<file path="src/rtl/hero_write_gather.sv">
// hero_write_gather: packs single hero writes into one NUM_LANES-wide gathered word.
// A fill buffer collects lanes. A separate output register holds the frame being
// handed to the consumer, so filling continues while the consumer drains.
// Optional feature macro: HERO_WRITE_GATHER_TIMEOUT_EN flushes partial frames after
// TIMEOUT_CYC idle cycles.
module hero_write_gather #(
  parameter int unsigned HERO_WIDTH  = 32,
  parameter int unsigned NUM_LANES   = 5,
  parameter int unsigned TIMEOUT_CYC = 16
) (
  input  logic                             clk,
  input  logic                             rst,
  input  logic [1:0]                       in_cyc,
  input  logic [HERO_WIDTH-1:0]            in_data,
  output logic                             in_ready,
  output logic                             out_valid,
  input  logic                             out_ready,
  output logic [NUM_LANES*HERO_WIDTH-1:0]  out_data,
  output logic [NUM_LANES-1:0]             out_mask,
  output logic [$clog2(NUM_LANES+1)-1:0]   out_count,
  output logic                             out_last,
  output logic                             err_reserved
);

  localparam int unsigned CW = $clog2(NUM_LANES + 1);

  localparam logic [1:0] CycValid = 2'd1;
  localparam logic [1:0] CycDone  = 2'd2;
  localparam logic [1:0] CycRsvd  = 2'd3;

  typedef enum logic [0:0] {StFill, StWait} state_e;

  state_e r_state, w_state_next;

  logic [NUM_LANES-1:0][HERO_WIDTH-1:0] r_buf;
  logic [CW-1:0]                        r_ptr;
  logic                                 r_hold_last;

  logic [NUM_LANES-1:0][HERO_WIDTH-1:0] r_out_data;
  logic [NUM_LANES-1:0]                 r_out_mask;
  logic [CW-1:0]                        r_out_count;
  logic                                 r_out_last;
  logic                                 r_out_valid;
  logic                                 r_err;

  logic                                 w_accept;
  logic                                 w_beat_done;
  logic                                 w_timeout;
  logic                                 w_complete;
  logic                                 w_slot_free;
  logic                                 w_load;
  logic                                 w_hold;
  logic [NUM_LANES-1:0][HERO_WIDTH-1:0] w_frame_data;
  logic [NUM_LANES-1:0]                 w_frame_mask;
  logic [CW-1:0]                        w_frame_count;
  logic                                 w_frame_last;

  assign w_accept    = (r_state == StFill) && ((in_cyc == CycValid) || (in_cyc == CycDone));
  assign w_beat_done = w_accept && ((r_ptr == CW'(NUM_LANES - 1)) || (in_cyc == CycDone));
  assign w_complete  = w_beat_done || w_timeout;
  assign w_slot_free = !r_out_valid || out_ready;

`ifdef HERO_WRITE_GATHER_TIMEOUT_EN
  logic [15:0] r_idle_cnt;
  logic        w_idle;

  assign w_idle    = (r_state == StFill) && (r_ptr != '0) && !w_accept;
  assign w_timeout = w_idle && (r_idle_cnt == 16'(TIMEOUT_CYC - 1));

  // Idle counter: counts empty cycles while a partial frame sits in the fill buffer.
  always_ff @(posedge clk) begin
    if (rst || w_complete || w_accept) begin
      r_idle_cnt <= '0;
    end else if (w_idle) begin
      r_idle_cnt <= r_idle_cnt + 16'd1;
    end
  end
`else
  logic w_unused_timeout;
  assign w_unused_timeout = ^TIMEOUT_CYC;
  assign w_timeout        = 1'b0;
`endif

  // Frame as it would be emitted now: buffered lanes plus the beat being accepted.
  // In WAIT nothing is accepted, so this is simply the held buffer.
  always_comb begin
    w_frame_data  = '0;
    w_frame_mask  = '0;
    w_frame_count = r_ptr + CW'(w_accept);
    w_frame_last  = (r_state == StWait) ? r_hold_last : (w_accept && (in_cyc == CycDone));
    for (int i = 0; i < NUM_LANES; i++) begin
      if (CW'(i) < r_ptr) begin
        w_frame_data[i] = r_buf[i];
      end else if ((CW'(i) == r_ptr) && w_accept) begin
        w_frame_data[i] = in_data;
      end
      w_frame_mask[i] = (CW'(i) < w_frame_count);
    end
  end

  // State register.
  always_ff @(posedge clk) begin
    if (rst) begin
      r_state <= StFill;
    end else begin
      r_state <= w_state_next;
    end
  end

  // Next state and transfer decisions.
  always_comb begin
    w_state_next = r_state;
    w_load       = 1'b0;
    w_hold       = 1'b0;
    unique case (r_state)
      StFill: begin
        if (w_complete) begin
          if (w_slot_free) begin
            w_load = 1'b1;
          end else begin
            w_hold       = 1'b1;
            w_state_next = StWait;
          end
        end
      end
      StWait: begin
        if (out_ready) begin
          w_load       = 1'b1;
          w_state_next = StFill;
        end
      end
      default: w_state_next = StFill;
    endcase
  end

  // Fill buffer and lane pointer; stale lanes above the pointer are masked off on emit.
  always_ff @(posedge clk) begin
    if (rst) begin
      r_buf       <= '0;
      r_ptr       <= '0;
      r_hold_last <= 1'b0;
    end else begin
      for (int i = 0; i < NUM_LANES; i++) begin
        if (w_accept && (CW'(i) == r_ptr)) begin
          r_buf[i] <= in_data;
        end
      end
      if (w_load) begin
        r_ptr <= '0;
      end else if (w_accept) begin
        r_ptr <= r_ptr + 1'b1;
      end
      if (w_hold) begin
        r_hold_last <= w_frame_last;
      end
    end
  end

  // Output register: reloads on the same edge it is drained, so frames run back-to-back.
  always_ff @(posedge clk) begin
    if (rst) begin
      r_out_data  <= '0;
      r_out_mask  <= '0;
      r_out_count <= '0;
      r_out_last  <= 1'b0;
      r_out_valid <= 1'b0;
      r_err       <= 1'b0;
    end else begin
      r_err <= (in_cyc == CycRsvd) && (r_state == StFill);
      if (w_load) begin
        r_out_data  <= w_frame_data;
        r_out_mask  <= w_frame_mask;
        r_out_count <= w_frame_count;
        r_out_last  <= w_frame_last;
        r_out_valid <= 1'b1;
      end else if (out_ready) begin
        r_out_valid <= 1'b0;
      end
    end
  end

  assign in_ready     = (r_state == StFill);
  assign out_valid    = r_out_valid;
  assign out_data     = r_out_data;
  assign out_mask     = r_out_mask;
  assign out_count    = r_out_count;
  assign out_last     = r_out_last;
  assign err_reserved = r_err;

endmodule

</file>
<file path="config.mk">
export PLATFORM = sky130hd
export DESIGN_NAME = hero_write_gather
export DESIGN_NICKNAME = d
export VERILOG_FILES = /design/src/rtl/hero_write_gather.sv
export SDC_FILE = /design/constraint.sdc
export NUM_CORES = 1
export LEC_CHECK = 0
export ABC_AREA = 1
export CAP_MARGIN = 15
export CELL_PAD_IN_SITES_DETAIL_PLACEMENT = 1
export CELL_PAD_IN_SITES_GLOBAL_PLACEMENT = 2
export CORE_MARGIN = 2
export CORE_UTILIZATION = 33
export DETAILED_ROUTE_END_ITERATION = 10
export PLACE_DENSITY = 0.91
export SLEW_MARGIN = 20
export SYNTH_ARGS = -nofsm -noshare
export SYNTH_HDL_FRONTEND = slang
export SYNTH_SLANG_ARGS = --single-unit
</file>
<file path="constraint.sdc">
create_clock -name clk -period 5.2 [get_ports clk]
set_clock_uncertainty 0.15 [all_clocks]
set_input_delay 1.04 -clock clk [delete_from_list [all_inputs] [get_ports clk]]
set_output_delay 1.04 -clock clk [all_outputs]
set_load 0.02 [all_outputs]
</file>
==> reports/results.txt, run 1 <==
Clk_lat worst skew - 550 ps
WL/cell - 19.3 µm
Finish-stage setup viols - 0
Vias in the first global route - 14500
Reg area - 0.00671 mm²
CP Data Required Time - 5540 ps
Hold Slack - 298 ps
CP endpoint kind - register
Residual DRC - 0
Worst VDD drop - 0.191 mV
Post-CTS Resized - 0
Logic pwr share - 14.2%
Maximum root-to-sink buffer count - 3
Num rows - 76
Synth warn - 0
Cts hold-fix bufs - 0
Reg clk slew, reported paths - 60 ps
Period Utilization, post-route - 65.0%
Max-Cap Viols - 0
Synthesized area per cell - 6.96 µm²
Initial DRC count - 1079
Initial core utilization - 33.5%
Worst-path maximum fanout - 38
Cell mode on critical path - nand2_1
Worst hold path class - register to register
Sw power - 1.77 mW
H-tree lvl count - 2
CTS Root Cell - clkbuf_16
Multi-input gate area - 0.00678 mm²
Ratio of cells with drive above 1 in the final layout - 4.47%
Max incr delay on CP - 1060 ps
Fmax - 0.296 GHz
Clock Power Share - 42.8%
Cell-internal power - 4.62 mW
Pwr dens - 353 mW/mm²
Net Sw Frac - 27.7%
DRT Wirelength - 54100 µm
Global-route wire length before repair - 83100 µm
Total grt overflow - 0
Synthesis-stage register bit count - 335
Largest net degree at the start of global routing - 109
Status - completed
Horiz. Die Dim - 213 µm
Initial antenna violation count - 1
# nets final - 2232
Post-synth cell types - 23
CTS Sinks - 335
Num CTS Buffers - 39
Mapped Cells - 2079
CP arrival - 3720 ps
Number of fill cells - 5407
Via/cell ratio - 5.16
Hold Vio Cnt, Final - 0
Rel. slew slack - 25.8%
Worst-path cell chain - buf_4, nand2_1, nand2_2, clkinv_1, nand2_1, nand3_1, nand2_1
P_leak - 7.88 nW
Fin crit period - 3380 ps
Core area - 0.0432 mm²
Post-DP HPWL - 33300 µm
Slew Limit Fails - 0
Worst Setup Start Kind - register
Slew @ Worst Pin - 1110 ps
Remaining antenna violation count - 0
Gp weighted congestion - 0.758
RSZ-0062 raised after global routing - false
Io pins - 209
Layout Area Growth over Synthesis - 25.2%
Slowest CP cell - clkinv_1
Most frequent cells in the layout - nand2_1 (707), dfxtp_1 (335), a21oi_1 (229)
Commonest non-fill, non-tap cell in the layout - nand2_1
All-Layer GR Usage - 23.6%
Critical path type - register to register
Chip height - 213 µm
Setup TNS - 0 ps
Post-CTS setup buffers - 0
Mapped Nets - 2123
Mapped cell area - 0.0145 mm²
CTS tree - yes
DR vias - 14500
DR pass1 iterations - 5
Sequential Power Share - 43.0%
IO Port Bufs - 208
Sequential fraction of the synthesis area - 46.4%
Die area - 0.0455 mm²
-- synth_stat cells (all sizes together) --
master	count	area (µm²)
a21oi	229	1150
and3	1	6.26
buf	64	329
clkbuf	100	375
clkinv	1	3.75
dfxtp	335	6710
ha	7	87.6
inv	86	323
nand2	712	2680
nand3	171	856
nand3b	97	728
nand4	65	407
nor2	205	782
o21ai	5	25.0
xor2	1	8.76
-- power by group through the flow --
stage / Clock, mW / Sequential (mW) / Combinational, mW
final: 2.73 / 2.74 / 0.907
after global routing: 2.90 / 2.75 / 0.991
after CTS: 2.79 / 2.74 / 0.909
after detailed placement: 0 / 2.80 / 0.902
after global placement: 0 / 2.79 / 0.882
after floorplan: 0 / 2.86 / 0.459
-- layout make-up --
| type | instances | area share [%] |
|---|---|---|
| sequential | 335 | 37.1 |
| tap | 585 | 4.04 |
| inverter | 87 | 1.81 |
| antenna | 1 | 0.0138 |
| timing repair buffer | 232 | 12.6 |
| clock inverter | 8 | 0.359 |
| multi-input combinational | 1493 | 37.5 |
| clock buffer | 62 | 6.66 |
-- sequential cells by signal, indices dropped and copies added (netlist names) --
signal	count
r_ptr	3
out_data	160
out_mask	5
r_state	1
out_valid	1
out_count	2
err_reserved	1
out_last	1
r_hold_last	1
r_buf	160
-- metal layers --
metal  wire length [µm]  up-vias  track usage [%]
met4               1870        0             9.12
li1                   -     6914                -
met2              24900      362             38.3
met3               3340       98             4.60
met1              24000     7077             31.1
met5                  0        -                0
-- critical path: cells and delay by family (launching register included) --
family	cells	cell delay, ps
flops	1	340
buf+inv	2	1450
simple gates	5	1340
-- per-stage QoR --
stage	worst slack (ps)	power [mW]	instance area (µm²)	instances	utilization, %
finish	1820	6.38	18100	2803	41.9
global route	1520	6.64	18100	2803	41.9
detailed placement	1360	3.70	16800	2732	39.0
floorplan	2270	3.32	14500	2079	-
global placement	1430	3.68	16800	2732	38.9
CTS	1930	6.44	18100	2802	41.9
-- path summary, 6_finish.rpt --
kind | cells after the start | slack, ps | to | from
min reg2reg | 2 | 300 | out_data[16] | out_data[16]
max | 7 | 1820 | out_data[82] | r_ptr[0]
max reg2reg | 7 | 1820 | out_data[82] | r_ptr[0]
min | 2 | 300 | out_data[16] | out_data[16]
-- kinds of logic (layout without fill, tap and decap cells) --
family | after synthesis | after routing | share of synthesized area (%)
other | 0 | 1 | 0
adder cells (fa/ha/maj) | 7 | 7 | 0.606
buffers and inverters | 251 | 389 | 7.13
flip-flops | 335 | 335 | 46.4
AND/OR/NAND/NOR | 1251 | 1251 | 37.7
XOR/XNOR | 1 | 1 | 0.0606
AO/OA/AOI/OAI | 234 | 234 | 8.10
(Power assumes the default switching activity.)
==> run 2, diff against run 1 <==
--- a/config.mk
+++ b/config.mk
@@ -10,9 +10,9 @@
 export CELL_PAD_IN_SITES_DETAIL_PLACEMENT = 1
 export CELL_PAD_IN_SITES_GLOBAL_PLACEMENT = 2
 export CORE_MARGIN = 2
-export CORE_UTILIZATION = 33
+export CORE_UTILIZATION = 30
 export DETAILED_ROUTE_END_ITERATION = 10
-export PLACE_DENSITY = 0.91
+export PLACE_DENSITY = 0.84
 export SLEW_MARGIN = 20
 export SYNTH_ARGS = -nofsm -noshare
 export SYNTH_HDL_FRONTEND = slang
==> constraint.sdc (replaced) <==
create_clock -name clk -period 3.3 [get_ports clk]
set_clock_uncertainty 0.15 [all_clocks]
set_input_delay 0.66 -clock clk [delete_from_list [all_inputs] [get_ports clk]]
set_output_delay 0.66 -clock clk [all_outputs]
set_load 0.02 [all_outputs]
==> run 2 against run 1 <==
Against the previous run:
- largest power group is now the clock network
- critical path type unchanged
- global-route usage is 1.7 points lower
- core utilization is 3.3 points lower
- worst hold slack worse by 2.5 ps
- largest cell class unchanged
==> reports/results.txt, run 2 (synthesis gave the netlist of run 1 again) <==
Remaining antenna violation count - 0 (unchanged)
Io pins - 209 (unchanged)
Max-Cap Viols - 0 (unchanged)
Gp weighted congestion - 0.772 (+1.9%)
Post-CTS Resized - 0 (unchanged)
Period Utilization, post-route - 79.1% (+14 points)
Ratio of cells with drive above 1 in the final layout - 5.24% (+0.77 points)
WL/cell - 19.6 µm (+1.7%)
Initial antenna violation count - 1 (unchanged)
Hold Vio Cnt, Final - 0 (unchanged)
Reg clk slew, reported paths - 60 ps (about the same)
Most frequent cells in the layout - nand2_1 (709), dfxtp_1 (335), a21oi_1 (229)
Post-DP HPWL - 35000 µm (+4.9%)
Pwr dens - 564 mW/mm² (+60%)
Setup TNS - 0 ps (unchanged)
Worst VDD drop - 0.372 mV (+94%)
Chip height - 224 µm (+4.8%)
Post-CTS setup buffers - 0 (unchanged)
H-tree lvl count - 2 (unchanged)
DRT Wirelength - 55900 µm (+3.4%)
Initial core utilization - 30.4% (-3.1 points)
Status - completed
Cts hold-fix bufs - 0 (unchanged)
Layout Area Growth over Synthesis - 27.1%
Finish-stage setup viols - 0 (unchanged)
CTS tree - yes
Fin crit period - 2610 ps (-771 ps)
CTS Sinks - 335 (unchanged)
Slew @ Worst Pin - 1060 ps (-47.9 ps)
# nets final - 2249 (+0.76%)
Finished Layout Cells - 2848 (+1.6%)
Total grt overflow - 0 (unchanged)
Global-route wire length before repair - 85100 µm (+2.4%)
Clk_lat worst skew - 570 ps (+20 ps)
CP endpoint kind - register
DR vias - 14400 (-0.17%)
CTS Root Cell - clkbuf_16
Placed cells - 2777 (+1.6%)
Num CTS Buffers - 41 (+5.1%)
Pre-CTS WS - -14.0 ps (-1370 ps)
DR pass1 iterations - 5 (unchanged)
Num rows - 80 (+5.3%)
CP Data Required Time - 3640 ps (-1900 ps)
Worst-path maximum fanout - 38 (unchanged)
Fmax - 0.383 GHz (+30%)
Maximum root-to-sink buffer count - 3 (unchanged)
RSZ-0062 raised after global routing - false
Die area - 0.0500 mm² (+9.8%)
All-Layer GR Usage - 21.9% (-1.7 points)
Cell Area, Placed - 0.0170 mm² (+1.3%)
CP arrival - 2950 ps (-770 ps)
Core area - 0.0476 mm² (+10%)
Slew Limit Fails - 0 (unchanged)
Final worst slack - 689 ps (-1130 ps)
Worst Setup Start Kind - register
Worst hold path class - register to register
Commonest non-fill, non-tap cell in the layout - nand2_1
P_leak - 8.02 nW (+1.8%)
Design area - 0.0184 mm² (+1.6%)
Number of antenna repair diodes - 0 (-1)
Initial DRC count - 1047 (-3.0%)
Rel. slew slack - 29.0% (+3.2 points)
Via/cell ratio - 5.07 (-1.8%)
Horiz. Die Dim - 224 µm (+4.8%)
Vias in the first global route - 14300 (-1.3%)
Critical path type - register to register
Largest net degree at the start of global routing - 144 (+32%)
IO Port Bufs - 208 (unchanged)
Residual DRC - 0 (unchanged)
## run 2: critical path, stage by stage (launching register included)
cell	delay, ps
dfxtp_1	340
buf_4	400
nand2_1	140
nand2_1	130
clkinv_1	790
nand2_1	290
nand3_1	180
nand2_1	110
## run 2: layout make-up
| cell class | instances | area [µm²] |
|---|---|---|
| multi-input combinational | 1493 | 6770 |
| inverter | 87 | 328 |
| timing repair buffer | 247 | 2470 |
| clock inverter | 16 | 195 |
| clock buffer | 55 | 1150 |
| tap | 615 | 769 |
| fill | 5879 | 29300 |
| sequential | 335 | 6710 |
## run 2: metrics by stage
| stage | power [mW] | util, % | hold WS [ps] |
|---|---|---|---|
| floorplan | 5.23 | - | 272 |
| CTS | 10.5 | 38.6 | 300 |
| global placement | 5.83 | 35.8 | 282 |
| finish | 10.4 | 38.6 | 296 |
| global route | 10.8 | 38.6 | 315 |
| detailed placement | 5.86 | 35.8 | 282 |
## run 2: path summary, 6_finish.rpt
path | from | to | slack, ps | cells past startpoint
max | r_ptr[0] | out_data[95] | 690 | 7
min | out_data[11] | out_data[11] | 300 | 2
max reg2reg | r_ptr[0] | out_data[95] | 690 | 7
min reg2reg | out_data[11] | out_data[11] | 300 | 2
## run 2: per-layer routing
metal | up-vias | track usage (%) | part of all wire, %
li1 | 6958 | - | -
met5 | - | 0 | 0.023
met1 | 7073 | 30.3 | 47
met3 | 74 | 3.27 | 4.6
met4 | 2 | 6.65 | 2.5
met2 | 319 | 35.4 | 46
## run 2: power breakdown
group | switching [mW] | total (mW) | internal [mW]
Combinational | 0.956 | 1.46 | 0.502
Sequential | 0.0972 | 4.32 | 4.22
Clock | 1.84 | 4.59 | 2.75
Total | 2.89 | 10.4 | 7.48
==> run 3, diff against run 2 <==
==> constraint.sdc (replaced) <==
create_clock -name clk -period 2.55 [get_ports clk]
set_clock_uncertainty 0.15 [all_clocks]
set_input_delay 0.51 -clock clk [delete_from_list [all_inputs] [get_ports clk]]
set_output_delay 0.51 -clock clk [all_outputs]
set_load 0.02 [all_outputs]
==> run 3 against run 2 <==
Against the previous run:
- routed wire length grew 1.1%
- count of clock-buffer cells in the layout grew 4
- critical path depth shrank 5
- design area grew 3.5%
- non-clock buffer count grew 60
- via count grew 2.3%
- sequential share of layout area shrank 1.2 points
- first-iteration DRC count shrank 9.4%
- worst setup slack lost 520 ps
- sequential cell count is the same
- largest power group unchanged
==> reports/results.txt, run 3 (synthesis gave the netlist of run 1 again) <==
Status - completed
Via/cell ratio - 5.07 (+0.16%)
DRT Wirelength - 56600 µm (+1.1%)
Reg clk slew, reported paths - 60 ps (about the same)
Post-CTS Resized - 0 (unchanged)
Layout Area Growth over Synthesis - 31.6%
Initial core utilization - 30.4% (unchanged)
Worst-path maximum fanout - 5 (-87%)
Slew Limit Fails - 0 (unchanged)
Hold path endpoint - r_buf[19]
Fmax - 0.419 GHz
Residual DRC - 0 (unchanged)
Pwr dens - 710 mW/mm² (+26%)
CTS Root Cell - clkbuf_16
R2r endpoint - out_data[91]
WL/cell - 19.4 µm (-1.0%)
CTS tree - yes
Cts hold-fix bufs - 0 (unchanged)
Worst VDD drop - 0.329 mV (-12%)
Hold path depth - 2 (unchanged)
P_leak - 8.37 nW (+4.5%)
Gp weighted congestion - 0.777 (+0.62%)
Hold_sp - rst
IO Port Bufs - 208 (unchanged)
CP endpoint kind - output pin
DR vias - 14800 (+2.3%)
Fin crit period - 2390 ps
Critical path type - register to output pin
CP arrival - 1730 ps (-1220 ps)
Commonest non-fill, non-tap cell in the layout - nand2_1
Post-CTS setup buffers - 0 (unchanged)
RSZ-0062 raised after global routing - false
Period Utilization, post-route - 93.5%
Io pins - 209 (unchanged)
Reg2reg path depth - 10 (+3)
Die area - 0.0500 mm² (unchanged)
Design area - 0.0190 mm² (+3.5%)
Cell Area, Placed - 0.0177 mm² (+3.7%)
Initial antenna violation count - 1 (unchanged)
Initial DRC count - 949 (-9.4%)
Worst Setup Start Kind - register
H-tree lvl count - 2 (unchanged)
Remaining antenna violation count - 0 (unchanged)
Post-DP HPWL - 36500 µm (+4.6%)
Power Total - 13.5 mW (+30%)
RR Startpoint - r_ptr[0]
Finish-stage setup viols - 0 (unchanged)
Most frequent cells in the layout - nand2_1 (709), dfxtp_1 (335), a21oi_1 (229)
Horiz. Die Dim - 224 µm (unchanged)
Num CTS Buffers - 41 (unchanged)
Vias in the first global route - 14700 (+2.2%)
Global-route wire length before repair - 86900 µm (+2.1%)
Number of antenna repair diodes - 0 (unchanged)
Largest net degree at the start of global routing - 83 (-42%)
# nets final - 2309 (+2.7%)
Total grt overflow - 0 (unchanged)
Ratio of cells with drive above 1 in the final layout - 7.76% (+2.5 points)
Worst hold path class - input port to register
CTS Sinks - 335 (unchanged)
Maximum root-to-sink buffer count - 3 (unchanged)
CP Data Required Time - 1890 ps (-1750 ps)
Hold Vio Cnt, Final - 0 (unchanged)
Core area - 0.0476 mm² (unchanged)
All-Layer GR Usage - 22.3% (+0.40 points)
Chip height - 224 µm (unchanged)
R2R Setup Slk - 390 ps (-300 ps)
Max-Cap Viols - 0 (unchanged)
Num rows - 80 (unchanged)
Clk_lat worst skew - 560 ps (about the same)
DR pass1 iterations - 5 (unchanged)
Slew @ Worst Pin - 726 ps (-337 ps)
Rel. slew slack - 51.5% (+22 points)
run 3: final cells by class:
cell class                      count  area (µm²)
Clock inverter                     14         155
Inverter                           87         328
Clock buffer                       59        1190
Fill cell                        5876       28600
Sequential cell                   335        6710
Multi-Input combinational cell   1493        6770
Tap cell                          615         769
Timing Repair Buffer              307        3100
run 3: power breakdown:
part	internal [mW]	switching (mW)	total, mW
Combinational	0.754	1.27	2.02
Clock	3.55	2.34	5.89
Sequential	5.46	0.134	5.60
Total	9.77	3.74	13.5
run 3: per-stage QoR:
stage                     setup WS (ps)  utilization, %  instances  hold slack (ps)  TNS (ps)
after floorplan                     151               -       2079              272         0
after global placement             -245            37.1       2837              282    -45300
after detailed placement           -304            37.1       2837              284    -64100
after CTS                           137            39.9       2910              150         0
after global routing               94.5            39.9       2910              190         0
final                               165            39.9       2910              186         0
run 3: worst max path at each step:
stage                          endpoint       from  depth (start not counted)  slack [ps]
final                          in_ready    r_state                          2         160
after global placement    out_data[120]  in_cyc[0]                         10        -240
after floorplan             out_mask[1]  in_cyc[0]                         11         150
after CTS                      in_ready    r_state                          2         140
after detailed placement  out_data[120]  in_cyc[0]                         10        -300
after global routing        out_mask[1]  in_cyc[0]                         10          90
run 3: critical path, cell delays in order (launching register included):
cell and delay, ps:
dfxtp_1 490, inv_2 130, clkdlybuf4s50_1 560
run 3: per-layer routing:
metal  global-route usage [%]  up-vias  routed length [µm]  share of wire, %
met3                     3.46       73                2760               4.9
met4                     6.43        0                1410               2.5
met2                     36.0      366               25900                46
met5                        0        -                   0                 0
li1                         -     7069                   -                 -
met1                     30.9     7256               26500                47
